### src/rtl/fdn_coef_loader.sv
// rtl/fdn_coef_loader.sv - coefficient stream loader for the diagram cores
// Optional double-buffered banking is enabled by defining FDN_COEF_DBUF_EN.
module fdn_coef_loader #(
  parameter int W_COEF    = 24,
  parameter int N_CHANALS = 32,
  parameter int N_DN      = 72,
  localparam int AW       = (N_CHANALS > 1) ? $clog2(N_CHANALS) : 1,
  localparam int DW       = (N_DN > 1) ? $clog2(N_DN) : 1
) (
  input  logic              clk,
  input  logic              rst,
  input  logic              coef_vld,
  input  logic              coef_last,
  output logic              coef_rdy,
  input  logic [W_COEF-1:0] coef_re,
  input  logic [W_COEF-1:0] coef_im,
  input  logic              data_busy,
  input  logic              frame_sync,
  output logic [N_DN-1:0]   wr_en,
  output logic [AW-1:0]     wr_addr,
  output logic [W_COEF-1:0] wr_re,
  output logic [W_COEF-1:0] wr_im,
  output logic              bank_sel,
  output logic              bank_wr,
  output logic              load_done,
  output logic              err_short,
  output logic              err_long,
  input  logic              err_clr
);

`ifdef FDN_COEF_DBUF_EN
  typedef enum logic [1:0] {LOAD, DRAIN, WAIT_SWAP} state_t;
`else
  typedef enum logic [1:0] {LOAD, DRAIN} state_t;
`endif

  state_t          state;
  state_t          state_nxt;
  logic [AW-1:0]   ch_cnt;
  logic [AW-1:0]   ch_nxt;
  logic [DW-1:0]   dn_cnt;
  logic [DW-1:0]   dn_nxt;
  logic            rdy_arm;
  logic            accept;
  logic            last_pos;
  logic            wr_v;
  logic            done_nxt;
  logic            set_short;
  logic            set_long;
  logic            swap;

  // rdy_arm holds the ready low for the first cycle after reset release
  assign accept   = coef_vld & coef_rdy;
  assign last_pos = (ch_cnt == AW'(N_CHANALS - 1)) && (dn_cnt == DW'(N_DN - 1));

`ifdef FDN_COEF_DBUF_EN
  // the coefficient memory can be refilled while the datapath reads the other bank
  assign coef_rdy = rdy_arm & ((state == LOAD) | (state == DRAIN));
`else
  // single bank: only load while the datapath is idle; frame_sync has no role
  logic unused_sync;
  assign unused_sync = frame_sync;
  assign coef_rdy    = rdy_arm & ((state == LOAD) | (state == DRAIN)) & ~data_busy;
`endif

  // next-state, counter advance and event decode
  always_comb begin
    state_nxt = state;
    ch_nxt    = ch_cnt;
    dn_nxt    = dn_cnt;
    wr_v      = 1'b0;
    done_nxt  = 1'b0;
    set_short = 1'b0;
    set_long  = 1'b0;
    swap      = 1'b0;
    case (state)
      LOAD: begin
        if (accept) begin
          wr_v = 1'b1;
          if (coef_last) begin
            ch_nxt = '0;
            dn_nxt = '0;
            if (last_pos) begin
              done_nxt = 1'b1;
`ifdef FDN_COEF_DBUF_EN
              state_nxt = WAIT_SWAP;
`endif
            end else begin
              set_short = 1'b1;
            end
          end else if (last_pos) begin
            set_long  = 1'b1;
            ch_nxt    = '0;
            dn_nxt    = '0;
            state_nxt = DRAIN;
          end else if (ch_cnt == AW'(N_CHANALS - 1)) begin
            ch_nxt = '0;
            dn_nxt = dn_cnt + DW'(1);
          end else begin
            ch_nxt = ch_cnt + AW'(1);
          end
        end
      end
      DRAIN: begin
        // excess beats are swallowed until the stream's own end marker
        if (accept && coef_last) begin
          ch_nxt    = '0;
          dn_nxt    = '0;
          state_nxt = LOAD;
        end
      end
`ifdef FDN_COEF_DBUF_EN
      WAIT_SWAP: begin
        // swap on a frame boundary, or at once when no frame is in flight
        if (frame_sync || !data_busy) begin
          swap      = 1'b1;
          state_nxt = LOAD;
        end
      end
`endif
      default: state_nxt = LOAD;
    endcase
  end

  // control state register
  always_ff @(posedge clk or posedge rst) begin
    if (rst) begin
      state   <= LOAD;
      ch_cnt  <= '0;
      dn_cnt  <= '0;
      rdy_arm <= 1'b0;
    end else begin
      state   <= state_nxt;
      ch_cnt  <= ch_nxt;
      dn_cnt  <= dn_nxt;
      rdy_arm <= 1'b1;
    end
  end

  // one-cycle registered write port toward the core memories
  always_ff @(posedge clk or posedge rst) begin
    if (rst) begin
      wr_en   <= '0;
      wr_addr <= '0;
      wr_re   <= '0;
      wr_im   <= '0;
    end else begin
      wr_en <= wr_v ? (N_DN'(1) << dn_cnt) : '0;
      if (wr_v) begin
        wr_addr <= ch_cnt;
        wr_re   <= coef_re;
        wr_im   <= coef_im;
      end
    end
  end

  // completion pulse and sticky error flags (a new error beats a clear)
  always_ff @(posedge clk or posedge rst) begin
    if (rst) begin
      load_done <= 1'b0;
      err_short <= 1'b0;
      err_long  <= 1'b0;
    end else begin
      load_done <= done_nxt;
      err_short <= set_short | (err_short & ~err_clr);
      err_long  <= set_long  | (err_long  & ~err_clr);
    end
  end

`ifdef FDN_COEF_DBUF_EN
  // bank pointer flips only when a completed load is handed over
  always_ff @(posedge clk or posedge rst) begin
    if (rst) begin
      bank_sel <= 1'b0;
    end else if (swap) begin
      bank_sel <= ~bank_sel;
    end
  end
  assign bank_wr = ~bank_sel;
`else
  logic unused_swap;
  assign unused_swap = swap;
  assign bank_sel    = 1'b0;
  assign bank_wr     = 1'b0;
`endif

endmodule

### config.mk
export PLATFORM = sky130hd
export DESIGN_NAME = fdn_coef_loader
export DESIGN_NICKNAME = d
export VERILOG_FILES = /design/src/rtl/fdn_coef_loader.sv
export SDC_FILE = /design/constraint.sdc
export NUM_CORES = 1
export LEC_CHECK = 0
export BUFFER_PORTS_ARGS = -buffer_cell sky130_fd_sc_hd__buf_2
export CELL_PAD_IN_SITES_DETAIL_PLACEMENT = 1
export CELL_PAD_IN_SITES_GLOBAL_PLACEMENT = 2
export CORE_MARGIN = 2
export CORE_UTILIZATION = 34
export CTS_CLUSTER_DIAMETER = 50
export DETAILED_ROUTE_END_ITERATION = 8
export HOLD_SLACK_MARGIN = 0.03
export PLACE_DENSITY = 0.95
export SYNTH_ARGS = -nofsm -noshare
export SYNTH_HDL_FRONTEND = slang
export SYNTH_SLANG_ARGS = --single-unit
### constraint.sdc
create_clock -name clk -period 7.85 [get_ports clk]
set_input_delay 0.785 -clock clk [delete_from_list [all_inputs] [get_ports clk]]
set_output_delay 0.785 -clock clk [all_outputs]
set_load 0.02 [all_outputs]
=== Word-level counts from Yosys, hierarchy flattened ===
Cells that the tools add are included.

* Flip-flop bits (word level): 143
* Input port bits: 55
* Logic and storage cells: 70

* $add $sub $neg: 2
* Equal/unequal tests: 8
* Shift operators: 1
* Muxes and demuxes: 31
* Bitwise gates (word level): 10
* Reductions and logical operators: 7

{| class="wikitable"
|+ Operator list
! cell !! count
|-
| two-way mux 72 bit || 1
|-
| left shift 1 x 7 -> 72 bit, first input constant || 1
|-
| two-way mux 7 bit || 5
|-
| two-way mux 5 bit || 5
|-
| case mux 7 bit (2 select lines) || 1
|-
| two-way mux 1 bit || 13
|-
| case mux 5 bit (2 select lines) || 1
|-
| two-way mux 2 bit || 4
|-
| AND reduction 4 bit || 2
|-
| adder 7 x 1 -> 7 bit, second input constant || 1
|-
| equality test 7 bit, second input constant || 1
|-
| != test 2 bit, second input constant || 3
|-
| adder 5 x 1 -> 5 bit, second input constant || 1
|-
| AND 1 bit || 5
|-
| equality test 5 bit, second input constant || 1
|-
| != test 4 x 3 -> 1 bit, second input constant || 1
|-
| case mux 2 bit (2 select lines) || 1
|-
| bitwise OR 1 bit || 3
|-
| AND reduction 3 bit || 1
|-
| equality test 2 x 1 -> 1 bit, second input constant || 1
|-
| logical AND 1 bit || 2
|-
| zero test 2 bit || 1
|-
| != test 2 x 1 -> 1 bit, second input constant || 1
|-
| NOT 1 bit || 2
|-
| nonzero test 2 bit || 1
|}

=== Longest topological paths before layout ===
* Word-level depth: 8
* Mapped depth: 7
* Depth with buffers taken out: 7

=== Least setup slack after synthesis ===
OpenSTA, ideal clock, no wires.

* Path type: reg2reg
* Start point: register ch_cnt[0]
* End point: register dn_cnt[5]
* Library setup time: 0.122 ns
* Data arrival time: 1.769 ns
* Slack: 5.960 ns
* Cell stages (with the launch flop): 8
* Path buffers: 0
* Clock period less this slack: 1.890 ns
* Cells stage by stage: dfrtp_1 ha_1 and3_1 ha_1 nor2b_1 o21ai_2 o21ai_0 a32o_1

* Word-level cells in the longest chain between the ends: 6

{| class="wikitable"
|+ RTL lines
! what !! RTL line !! source
|-
| start: declaration || 39 || <nowiki>logic [AW-1:0] ch_cnt;</nowiki>
|-
| start signal: assignment || 134 || <nowiki>ch_cnt <= ch_nxt;</nowiki>
|-
| equality test 5 bit * || 54, 96 ||
|-
| logical AND 1 bit || 54 || <nowiki>assign last_pos = (ch_cnt == AW'(N_CHANALS - 1)) && (dn_cnt == DW'(N_DN - 1));</nowiki>
|-
| two-way mux 7 bit || 91 || <nowiki>end else if (last_pos) begin</nowiki>
|-
| two-way mux 7 bit || 80 || <nowiki>if (coef_last) begin</nowiki>
|-
| two-way mux 7 bit || 78 || <nowiki>if (accept) begin</nowiki>
|-
| case mux 7 bit (2 select lines) || 76 || <nowiki>case (state)</nowiki>
|-
| end signal: assignment || 135 || <nowiki>dn_cnt <= dn_nxt;</nowiki>
|-
| end: declaration || 41 || <nowiki>logic [DW-1:0] dn_cnt;</nowiki>
|}

Mark *: on every way between the ends. The rest lies on a longest branch, timed or not. The select of a mux whose other input is x is not followed.
A chain may end at the register's enable or synchronous reset.

=== Worst setup path in the final report ===
* Start point: input data_busy
* End point: register wr_im[9]

* Word-level cells in the longest chain between the ends: 5

{| class="wikitable"
|+ RTL lines
! what !! RTL line !! source
|-
| start: declaration || 17 || <nowiki>input logic data_busy,</nowiki>
|-
| NOT 1 bit || 63 || <nowiki>assign coef_rdy = rdy_arm & ((state == LOAD) | (state == DRAIN)) & ~data_busy;</nowiki>
|-
| AND 1 bit || 63 ||
|-
| AND 1 bit || 53 || <nowiki>assign accept = coef_vld & coef_rdy;</nowiki>
|-
| two-way mux 1 bit || 78 ||
|-
| two-way mux 1 bit || 76 ||
|-
| end signal: assignment || 152 || <nowiki>wr_im <= coef_im;</nowiki>
|-
| end: declaration || 22 || <nowiki>output logic [W_COEF-1:0] wr_im,</nowiki>
|}

Every way passes these cells.

==> Implementation_results.wiki <==
{| class="wikitable"
! Metric !! Value
|-
| Global-route met2 utilization || 0.291
|-
| Core region area || 15100 µm²
|-
| Number of sinks handled by clock tree synthesis || 142
|-
| Number of pins exceeding their max-slew limit in the final report || 0
|-
| Total power divided by cell area || 273 nW/µm²
|-
| Min Hold Slack || 0.501 ns
|-
| Number of buffers added by the clock tree synthesis step || 17
|-
| Post-cts sizing count || 0
|-
| Data arrival time of the critical path || 2.74 ns
|-
| Antenna violation net count after detailed routing || 0
|-
| Worst min-delay path class || reg -> reg
|-
| Grt met3 use || 0.0476
|-
| Startpoint type of the worst setup path || primary input
|-
| Yosys cell types || 39
|-
| Transition time of the tightest slew-check pin || 0.779 ns
|-
| Final Core Density || 0.456
|-
| Post-synthesis cell type with the largest combined area || sky130_fd_sc_hd__dfrtp_1
|-
| Setup Viol. Count Final || 0
|-
| Count of buffers from port buffering || 182
|-
| Setup fix buffers added after clock tree synthesis || 0
|-
| Launch point of the worst reg-to-reg path || rdy_arm
|-
| Area share of the largest cell type after synthesis || 0.677
|-
| DR vias/cell || 4.80
|-
| Leakage || 3.48 nW
|-
| Count of yosys warnings during synthesis || 0
|-
| Horizontal die dimension || 128 µm
|-
| Worst r2r dst || wr_im[9]
|-
| Most Used Layer, Global Route || met2
|-
| Cell total after placement || 748
|-
| RSZ-0062 raised after global routing || no
|-
| Critical setup path kind || in -> reg
|-
| Num rows || 45
|-
| Crit path capture type || register
|-
| Peak supply drop || 0.000151 V
|-
| Synthesized flop and latch total || 142
|-
| R2R cell count || 4
|-
| Drt first pass iters || 4
|-
| Global-route total usage across every layer || 0.169
|-
| Required time of the critical path || 8.14 ns
|-
| Final hold violation count || 0
|-
| Cell area after synthesis || 5250 µm²
|-
| Post-layout net count || 641
|-
| Fraction of layout instances using a drive strength above 1 || 0.470
|-
| Final routed wire length divided by cell count || 17.4 µm
|-
| Top area cells in the synthesized netlist || sky130_fd_sc_hd__dfrtp_1, sky130_fd_sc_hd__mux2_2, sky130_fd_sc_hd__nor2_1
|-
| Wire length of the first global-routing pass || 21300 µm
|-
| Number of design rule violations left after detail routing || 0
|-
| Outcome || completed
|-
| Filler-free cell count of the finished design || 779
|-
| Max Cap Violations || 0
|-
| Maximum number of pins on one net before global-route repair || 88
|-
| Share of synthesized registers carrying an async set or reset || 1.00
|-
| Leftover overflow at the end of global routing || 0
|-
| Mean Syn Cell Area || 13.2 µm²
|-
| Cell with the most instances after synthesis || sky130_fd_sc_hd__dfrtp_1
|-
| Starting density of the core || 0.347
|-
| Number of instances in the synthesized netlist || 397
|-
| Vias after detailed routing || 3743
|-
| Weighted congestion reported at the end of routability-driven placement || 0.776
|-
| Number of levels the H-tree was split into || 4
|-
| Peak fanout along the critical path || 33
|-
| Post-route fraction of the period consumed by the critical path || 0.312
|-
| Cts-stage hold buffer count || 0
|-
| Synthesis-to-finish area growth || 31.5%
|-
| Maximum root-to-sink buffer count || 2
|-
| Number of antenna violations at the first check in global routing || 0
|-
| Diodes inserted || 0
|-
| Floorplan die area || 16500 µm²
|-
| Clock tree root driver cell || sky130_fd_sc_hd__clkbuf_16
|-
| Number of global-route vias before repair || 4033
|-
| Tightest slew margin relative to the limit || 0.479
|-
| Clock-pin slew on the worst setup and hold paths || 0.06 ns
|-
| Aggregate negative setup slack || 0 ns
|-
| Most common flop cell mapped by yosys || sky130_fd_sc_hd__dfrtp_1
|-
| Clock insertion delay at the later pin of the skew report || 0.41 ns
|-
| Worst setup path end || wr_im[9]
|-
| Portion of the post-synthesis area used by sequential elements || 0.677
|-
| CTS tree || built
|-
| Clk_skew || 0.0111 ns
|-
| Global-route track usage on met1 || 0.200
|-
| Maximum clock rate || 408 MHz
|-
| Number of fill cells in the layout || 1650
|-
| I/O Pins || 186
|-
| Post-synth top cells || sky130_fd_sc_hd__dfrtp_1, sky130_fd_sc_hd__nor2_1, sky130_fd_sc_hd__mux2_2, sky130_fd_sc_hd__nor3_1, sky130_fd_sc_hd__nand2_1
|-
| Initial detailed-routing violation count || 147
|-
| Setup slack of the worst register-to-register path || 5.54 ns
|-
| Crit. Startpoint || data_busy
|-
| Die outline height || 128 µm
|-
| Number of enable flip-flop cells after synthesis || 0
|-
| Final WL || 13600 µm
|-
| Min cycle time layout || 2.45 ns
|-
| HPWL after detailed placement || 9600 µm
|}
-- cells in the final DEF, fill, tap and decap left out, types with 2 or more instances in the layout --
cell type | Yosys | layout
sky130_fd_sc_hd__buf_2 | 8 | 182
sky130_fd_sc_hd__dfrtp_1 | 142 | 142
sky130_fd_sc_hd__nor2_1 | 55 | 55
sky130_fd_sc_hd__mux2_2 | 54 | 54
sky130_fd_sc_hd__nor3_1 | 25 | 25
sky130_fd_sc_hd__nand2_1 | 22 | 22
sky130_fd_sc_hd__clkbuf_16 | 0 | 17
sky130_fd_sc_hd__o21ai_0 | 14 | 14
sky130_fd_sc_hd__inv_1 | 8 | 7
sky130_fd_sc_hd__nand3_1 | 7 | 7
sky130_fd_sc_hd__ha_1 | 7 | 7
sky130_fd_sc_hd__nand2b_1 | 5 | 5
sky130_fd_sc_hd__inv_6 | 0 | 5
sky130_fd_sc_hd__nor2b_1 | 4 | 4
sky130_fd_sc_hd__a31oi_1 | 4 | 4
sky130_fd_sc_hd__conb_1 | 2 | 3
sky130_fd_sc_hd__clkinvlp_4 | 0 | 3
sky130_fd_sc_hd__or2_2 | 2 | 2
sky130_fd_sc_hd__nand4_1 | 2 | 2
sky130_fd_sc_hd__mux2i_1 | 2 | 2
sky130_fd_sc_hd__and2_1 | 2 | 2
sky130_fd_sc_hd__a32o_1 | 2 | 2
sky130_fd_sc_hd__clkbuf_8 | 0 | 2
sky130_fd_sc_hd__bufinv_16 | 0 | 2
sky130_fd_sc_hd__buf_4 | 3 | 2
-- power by group --
group | switching (mW) | leakage [nW] | internal, mW
Combinational | 0.160 | 1.35 | 0.0987
Clock | 0.308 | 0.280 | 0.487
Sequential | 0.0365 | 1.86 | 0.792
Total | 0.505 | 3.48 | 1.38
-- final cells by class --
cell class              instances  area, µm²  share of cell area
well taps                     188        235              0.0341
clock inverters                11        131              0.0190
repair buffers                184        926               0.134
multi-input cells             226       1570               0.227
clock buffers                  20        457              0.0662
flip-flops and latches        142       3550               0.515
inverters                       8       35.0             0.00508
-- per-layer routing --
layer / wire length, µm / vias to the layer above
li1: - / 1694
met1: 5480 / 1903
met2: 7090 / 127
met3: 748 / 19
met4: 252 / 0
met5: 0 / -
-- worst min-delay path by stage --
stage	startpoint	endpoint	slack, ns	depth (start not counted)
2_1_floorplan	ch_cnt[4]	ch_cnt[4]	0.49	2
3_3_place_gp	wr_re[22]	wr_re[22]	0.48	1
3_5_place_dp	wr_im[1]	wr_im[1]	0.49	1
4_1_cts	wr_im[1]	wr_im[1]	0.51	1
5_1_grt	wr_im[1]	wr_im[1]	0.53	1
6_report	wr_im[1]	wr_im[1]	0.50	1
-- flip-flops by register name, summed over array words and instances, names as in the netlist --
name       cells
wr_re         24
rdy_arm        1
dn_cnt         7
ch_cnt         5
err_short      1
load_done      1
wr_im         24
state          1
wr_en         72
err_long       1
wr_addr        5
-- critical path: stages --
cell and delay, ns:
sky130_fd_sc_hd__buf_2 0.11, sky130_fd_sc_hd__nand3b_4 0.26, sky130_fd_sc_hd__nor2_4 0.65, sky130_fd_sc_hd__buf_4 0.50, sky130_fd_sc_hd__mux2_2 0.40
-- through the flow --
| step | setup WS, ns | power, mW | cell area (µm²) |
|---|---|---|---|
| finish | 5.40 | 1.88 | 6900 |
| global placement | 5.03 | 1.09 | 6310 |
| floorplan | 3.26 | 1.00 | 5260 |
| detailed placement | 4.92 | 1.11 | 6310 |
| CTS | 5.37 | 1.91 | 6900 |
| global route | 5.24 | 1.97 | 6900 |
-- cell families after synthesis --
logic type / Yosys count / share of synthesized area
simple gates: 133 / 0.121
fa+ha+maj: 7 / 0.0167
compound gates: 27 / 0.0374
other cells: 2 / 0.00143
mux: 56 / 0.120
buf+inv: 30 / 0.0269
flops: 142 / 0.677
Note: power is estimated with default switching activity, not from simulation.
